`config.mk`:
```
export PLATFORM = sky130hd
export DESIGN_NAME = param_ram
export DESIGN_NICKNAME = d
export VERILOG_FILES = /design/src/rtl/param_ram_pkg.sv /design/src/rtl/param_ram_init_ctrl.sv /design/src/rtl/param_ram.sv
export SDC_FILE = /design/constraint.sdc
export NUM_CORES = 1
export LEC_CHECK = 0
export CAP_MARGIN = 20
export CORE_MARGIN = 2
export CORE_UTILIZATION = 64
export DETAILED_ROUTE_END_ITERATION = 12
export PLACE_DENSITY = 0.95
export SYNTH_ARGS = -nofsm -noshare
export SYNTH_HDL_FRONTEND = slang
export SYNTH_SLANG_ARGS = --single-unit
```
`constraint.sdc`:
```
create_clock -name clk -period 2.71 [get_ports clk]
set_clock_uncertainty 0.05 [all_clocks]
set_input_delay 0.4065 -clock clk [delete_from_list [all_inputs] [get_ports clk]]
set_output_delay 0.4065 -clock clk [all_outputs]
set_load 0.01 [all_outputs]
```
`src/rtl/param_ram_pkg.sv`:
```
// Shared types and helpers for the param_ram storage primitive.
// Holds the init FSM state type, read-during-write mode codes and the byte-merge helper.
package param_ram_pkg;

  typedef enum logic [0:0] {
    CLEAR = 1'b0,
    READY = 1'b1
  } state_t;

  localparam int RDW_OLD = 0;
  localparam int RDW_NEW = 1;

  // Widest word the merge helper handles; callers size-cast in and out.
  localparam int MERGE_MAX_W  = 1024;
  localparam int MERGE_MAX_BE = MERGE_MAX_W / 8;

  function automatic logic [MERGE_MAX_W-1:0] byte_merge(
    input logic [MERGE_MAX_W-1:0]  old_word,
    input logic [MERGE_MAX_W-1:0]  new_word,
    input logic [MERGE_MAX_BE-1:0] be
  );
    logic [MERGE_MAX_W-1:0] merged;
    merged = old_word;
    for (int i = 0; i < MERGE_MAX_BE; i++) begin
      if (be[i]) merged[8*i +: 8] = new_word[8*i +: 8];
    end
    return merged;
  endfunction

endpackage

```
`src/rtl/param_ram_init_ctrl.sv`:
```
// Clear-sweep controller: walks every address once after reset or on clear_req,
// holding init_busy high for exactly DEPTH cycles.
module param_ram_init_ctrl
  import param_ram_pkg::*;
#(
  parameter int ADDR_W = 4
) (
  input  logic              clk,
  input  logic              rst,
  input  logic              clear_req,
  output logic              init_busy,
  output logic              sweep_we,
  output logic [ADDR_W-1:0] sweep_addr
);

  state_t            state;
  logic [ADDR_W-1:0] cnt;

  // NOTE: sequential state uses non-blocking assignments so every flop samples pre-edge values.
  always_ff @(posedge clk or posedge rst) begin
    if (rst) begin
      state <= CLEAR;
      cnt   <= '0;
    end else begin
      case (state)
        CLEAR: begin
          cnt <= cnt + 1'b1;
          if (cnt == {ADDR_W{1'b1}}) state <= READY;
        end
        READY: begin
          // A request arriving mid-sweep never reaches here, so it cannot restart the count.
          if (clear_req) begin
            state <= CLEAR;
            cnt   <= '0;
          end
        end
        default: state <= CLEAR;
      endcase
    end
  end

  assign init_busy  = (state == CLEAR);
  assign sweep_we   = init_busy;
  assign sweep_addr = cnt;

endmodule

```
`src/rtl/param_ram.sv`:
```
// Simple dual-port synchronous RAM with byte enables, selectable read-during-write
// and a hardware clear sweep. Define PARAM_RAM_OUT_REG_EN for a second output stage (latency 2).
module param_ram
  import param_ram_pkg::*;
#(
  parameter int                ADDR_W   = 4,
  parameter int                DATA_W   = 8,
  parameter int                RDW_MODE = RDW_OLD,
  parameter logic [DATA_W-1:0] INIT_VAL = '0
) (
  input  logic                clk,
  input  logic                rst,
  input  logic                wr_en,
  input  logic [ADDR_W-1:0]   wr_addr,
  input  logic [DATA_W-1:0]   wr_data,
  input  logic [DATA_W/8-1:0] wr_be,
  input  logic                rd_en,
  input  logic [ADDR_W-1:0]   rd_addr,
  output logic [DATA_W-1:0]   rd_data,
  output logic                rd_valid,
  input  logic                clear_req,
  output logic                init_busy
);

  localparam int DEPTH = 1 << ADDR_W;
  localparam int NB    = DATA_W / 8;

  if ((DATA_W % 8) != 0 || DATA_W > MERGE_MAX_W) begin : g_bad_width
    $error("param_ram: DATA_W must be a multiple of 8 and at most MERGE_MAX_W");
  end

  logic              sweep_we;
  logic [ADDR_W-1:0] sweep_addr;

  param_ram_init_ctrl #(
    .ADDR_W (ADDR_W)
  ) u_init_ctrl (
    .clk        (clk),
    .rst        (rst),
    .clear_req  (clear_req),
    .init_busy  (init_busy),
    .sweep_we   (sweep_we),
    .sweep_addr (sweep_addr)
  );

  logic [DATA_W-1:0] mem [DEPTH];

  // NOTE: the array has no reset; the clear sweep is what initialises it.
  always_ff @(posedge clk) begin
    if (sweep_we) begin
      mem[sweep_addr] <= INIT_VAL;
    end else if (wr_en) begin
      for (int i = 0; i < NB; i++) begin
        if (wr_be[i]) mem[wr_addr][8*i +: 8] <= wr_data[8*i +: 8];
      end
    end
  end

  logic [DATA_W-1:0] rd_old;
  logic [DATA_W-1:0] rd_word;
  logic              rdw_hit;

  assign rd_old  = mem[rd_addr];
  assign rdw_hit = wr_en && (wr_addr == rd_addr);

  // NOTE: the default assignment first keeps this combinational block latch-free.
  always_comb begin
    rd_word = rd_old;
    if (RDW_MODE == RDW_NEW && rdw_hit) begin
      rd_word = DATA_W'(byte_merge(MERGE_MAX_W'(rd_old), MERGE_MAX_W'(wr_data),
                                   MERGE_MAX_BE'(wr_be)));
    end
  end

  logic [DATA_W-1:0] rd_data_s1;
  logic              rd_valid_s1;

  always_ff @(posedge clk or posedge rst) begin
    if (rst) begin
      rd_data_s1  <= '0;
      rd_valid_s1 <= 1'b0;
    end else if (init_busy) begin
      rd_valid_s1 <= 1'b0;
    end else begin
      rd_valid_s1 <= rd_en;
      if (rd_en) rd_data_s1 <= rd_word;
    end
  end

`ifdef PARAM_RAM_OUT_REG_EN
  logic [DATA_W-1:0] rd_data_s2;
  logic              rd_valid_s2;

  // Second stage only forwards completed reads, so rd_data still holds between them.
  always_ff @(posedge clk or posedge rst) begin
    if (rst) begin
      rd_data_s2  <= '0;
      rd_valid_s2 <= 1'b0;
    end else begin
      rd_valid_s2 <= rd_valid_s1;
      if (rd_valid_s1) rd_data_s2 <= rd_data_s1;
    end
  end

  assign rd_data  = rd_data_s2;
  assign rd_valid = rd_valid_s2;
`else
  assign rd_data  = rd_data_s1;
  assign rd_valid = rd_valid_s1;
`endif

endmodule

```
==> impl_metrics.toml <==
[yosys]
synth_seq_cells = 142
synth.most_common_cell = "edfxtp_1"
synth_top_area_share_pct = 66.8
synth_area_leader_cell = "edfxtp_1"
async_reset_ff_share_pct = 9.86
synth_edf_count = 128
synth_warnings = 0
synth_ff_type = "edfxtp_1"
seq_area_frac_synth_pct = 72.9
synthTopCellsByArea = "edfxtp_1 (67%), mux2i_1 (11%), dfrtp_1 (6.1%)"
netlist_area_um2 = 5750
synth_cells = 369
synth.distinct_cells = 33
synth_nets = 392
netlist_top_cells_count = "edfxtp_1 (128), mux2i_1 (64), nand2_1 (32)"
avgSynthCellArea_um2 = 15.6

[placed_design]
portBuffers = 31
place.gp.congestion = 0.851
dp_hpwl_mm = 8.00

[drt]
drc = 0
via_count = 3598
drtIter0Drc = 585
final_antenna_net_count = 0
wl_mm = 13.5
dr.pass1.iters = 8
drt-vias-per-instance = 6.63
wire_per_inst_um = 24.8

[die]
die_x_um = 98.8
core_region_area_um2 = 8720
num_rows = 34
die_area_um2 = 9760
pin_count = 32
start_util_pct = 65.9
die_y_um = 98.8

[finish]
drive_gt1_share_pct = 12.0
final-seq-area_um2 = 4190
syn2layout_area_growth_pct = 18.3
multi_input_area_um2 = 1410
fin_nets = 445
antenna_cells = 0
nFillCells = 400

[run]
cap_viol_max_count = 0

[power]
seqPwrFrac_pct = 47.4
p_int_w = 0.00467
clockPowerShare_pct = 35.5
swShare_pct = 27.7
p_leak_nw = 2.59
power_w = 0.00646
comb_power_share_pct = 17.1
max-vdd-ir-drop_v = 0.000725
switchingPower_w = 0.00179
power.density_nw_per_um2 = 950

[grt]
grt_max_degree = 35
antenna_found_initial = 0
grt-ovfl-total = 0
grt_pass1_wl_mm = 20.7
grt_pass1_vias = 3542
grt_usage_pct = 29.6

[worst_setup_path]
path_max_fanout = 13
end_kind = "register"
critPathKind = "reg2reg"
crit_required_ns = 2.80
critPathArrivalTime_ns = 2.55
start_kind = "register"

[timing]
finalCritPeriodShare_pct = 90.6
timing.final.hold_violations = 0
slew_violations = 0
worst_pin_slew_ns = 0.821
maxSlewHeadroom_pct = 45.0
rsz0062_at_grt = "no"
timing.fmax_mhz = 407
period_needed_ns = 2.46
tns_ns = 0
setup_viol = 0

[clock_network]
path_clk_slew_ns = 0.07
root_buffer = "clkbuf_8"
clock_sinks = 142
cts_resized = 0
numCtsBuffers = 17
tritoncts = "built"
cts_setup_buffers = 0
htree_levels = 4
cts_buffer_depth = 2
ctsHoldBuffers = 0
clk_latency_ns = 0.52

[run_status]
outcome = "complete, no violations"

[worst_hold_path]
hp-class = "in2async"
## per-layer routing
| metal | global-route usage (%) | share of wire [%] |
|---|---|---|
| met5 | 0 | 0 |
| met4 | 15.1 | 4.7 |
| met3 | 6.52 | 11 |
| met2 | 47.2 | 50 |
| met1 | 38.7 | 35 |
## layout by cell type (no fill, tap or decap), types with 5 or more instances in the layout
cell / count
buf_4: 19
nand4_1: 6
a31oi_1: 5
clkdlybuf4s50_1: 30
and2_1: 9
clkbuf_16: 16
a21oi_1: 10
mux2i_1: 64
nand2_1: 32
edfxtp_1: 128
nor2_1: 21
a22oi_1: 19
dfrtp_1: 14
inv_1: 5
nand3_1: 20
## critical path: stages, from the launching register on
cell and delay, ns:
dfrtp_1 0.62, nand3_1 0.29, nor2_1 0.24, a22oi_1 0.19
nor2_1 0.68
## metrics by stage
step                      setup slack [ns]  hold WS, ns  std cells  utilization (%)  area (um^2)
after floorplan                      0.987        0.246        369                -         5750
after global placement               0.201        0.412        511             71.3         6220
after detailed placement            0.0952        0.420        511             71.3         6220
after CTS                            0.301        0.228        543             78.0         6800
after global routing                 0.120        0.286        543             78.0         6800
final                                0.253        0.232        543             78.0         6800
## worst paths after layout
check	cells after the start	start	slack, ns	endpoint
min	2	rst	0.23	rd_data[7]$_DFFE_PP0P_
max in group asynchronous	2	rst	1.94	rd_data[5]$_DFFE_PP0P_
min reg2reg	2	rd_data[4]$_DFFE_PP0P_	0.43	rd_data[4]$_DFFE_PP0P_
max	4	u_init_ctrl.state$_DFF_PP0_	0.25	mem[10][5]$_DFFE_PP_
max reg2reg	4	u_init_ctrl.state$_DFF_PP0_	0.25	mem[10][5]$_DFFE_PP_
min in group clk	2	rd_data[4]$_DFFE_PP0P_	0.43	rd_data[4]$_DFFE_PP0P_
## kinds of logic after synthesis
| logic type | after synthesis | share of synthesized area [%] |
|---|---|---|
| flops | 142 | 72.9 |
| simple gates | 99 | 8.14 |
| mux | 64 | 11.1 |
| compound gates | 41 | 4.81 |
| buf+inv | 21 | 2.61 |
| xor+xnor | 1 | 0.152 |
| fa+ha+maj | 1 | 0.218 |
## state kept, by name, summed over array words and instances (netlist names)
name and count:
rd_data 8, mem 128, u_init_ctrl.sweep_addr 4, rd_valid 1, u_init_ctrl.state 1
## area by class of cell
cell class	instances	area share (%)
Sequential cell	142	61.7
Multi-Input combinational cell	206	20.7
Timing Repair Buffer	50	6.81
Clock buffer	18	6.14
Clock inverter	14	2.45
Tap cell	108	1.99
Inverter	5	0.276
## power groups by stage
stage / Clock [W] / Combinational [W] / Sequential [W]
finish: 0.00230 / 0.00111 / 0.00306
global route: 0.00240 / 0.00119 / 0.00308
CTS: 0.00230 / 0.00109 / 0.00305
detailed placement: 0 / 0.00105 / 0.00307
global placement: 0 / 0.000984 / 0.00304
floorplan: 0 / 0.000626 / 0.00303
No activity file was read; power rests on OpenSTA's default activity.
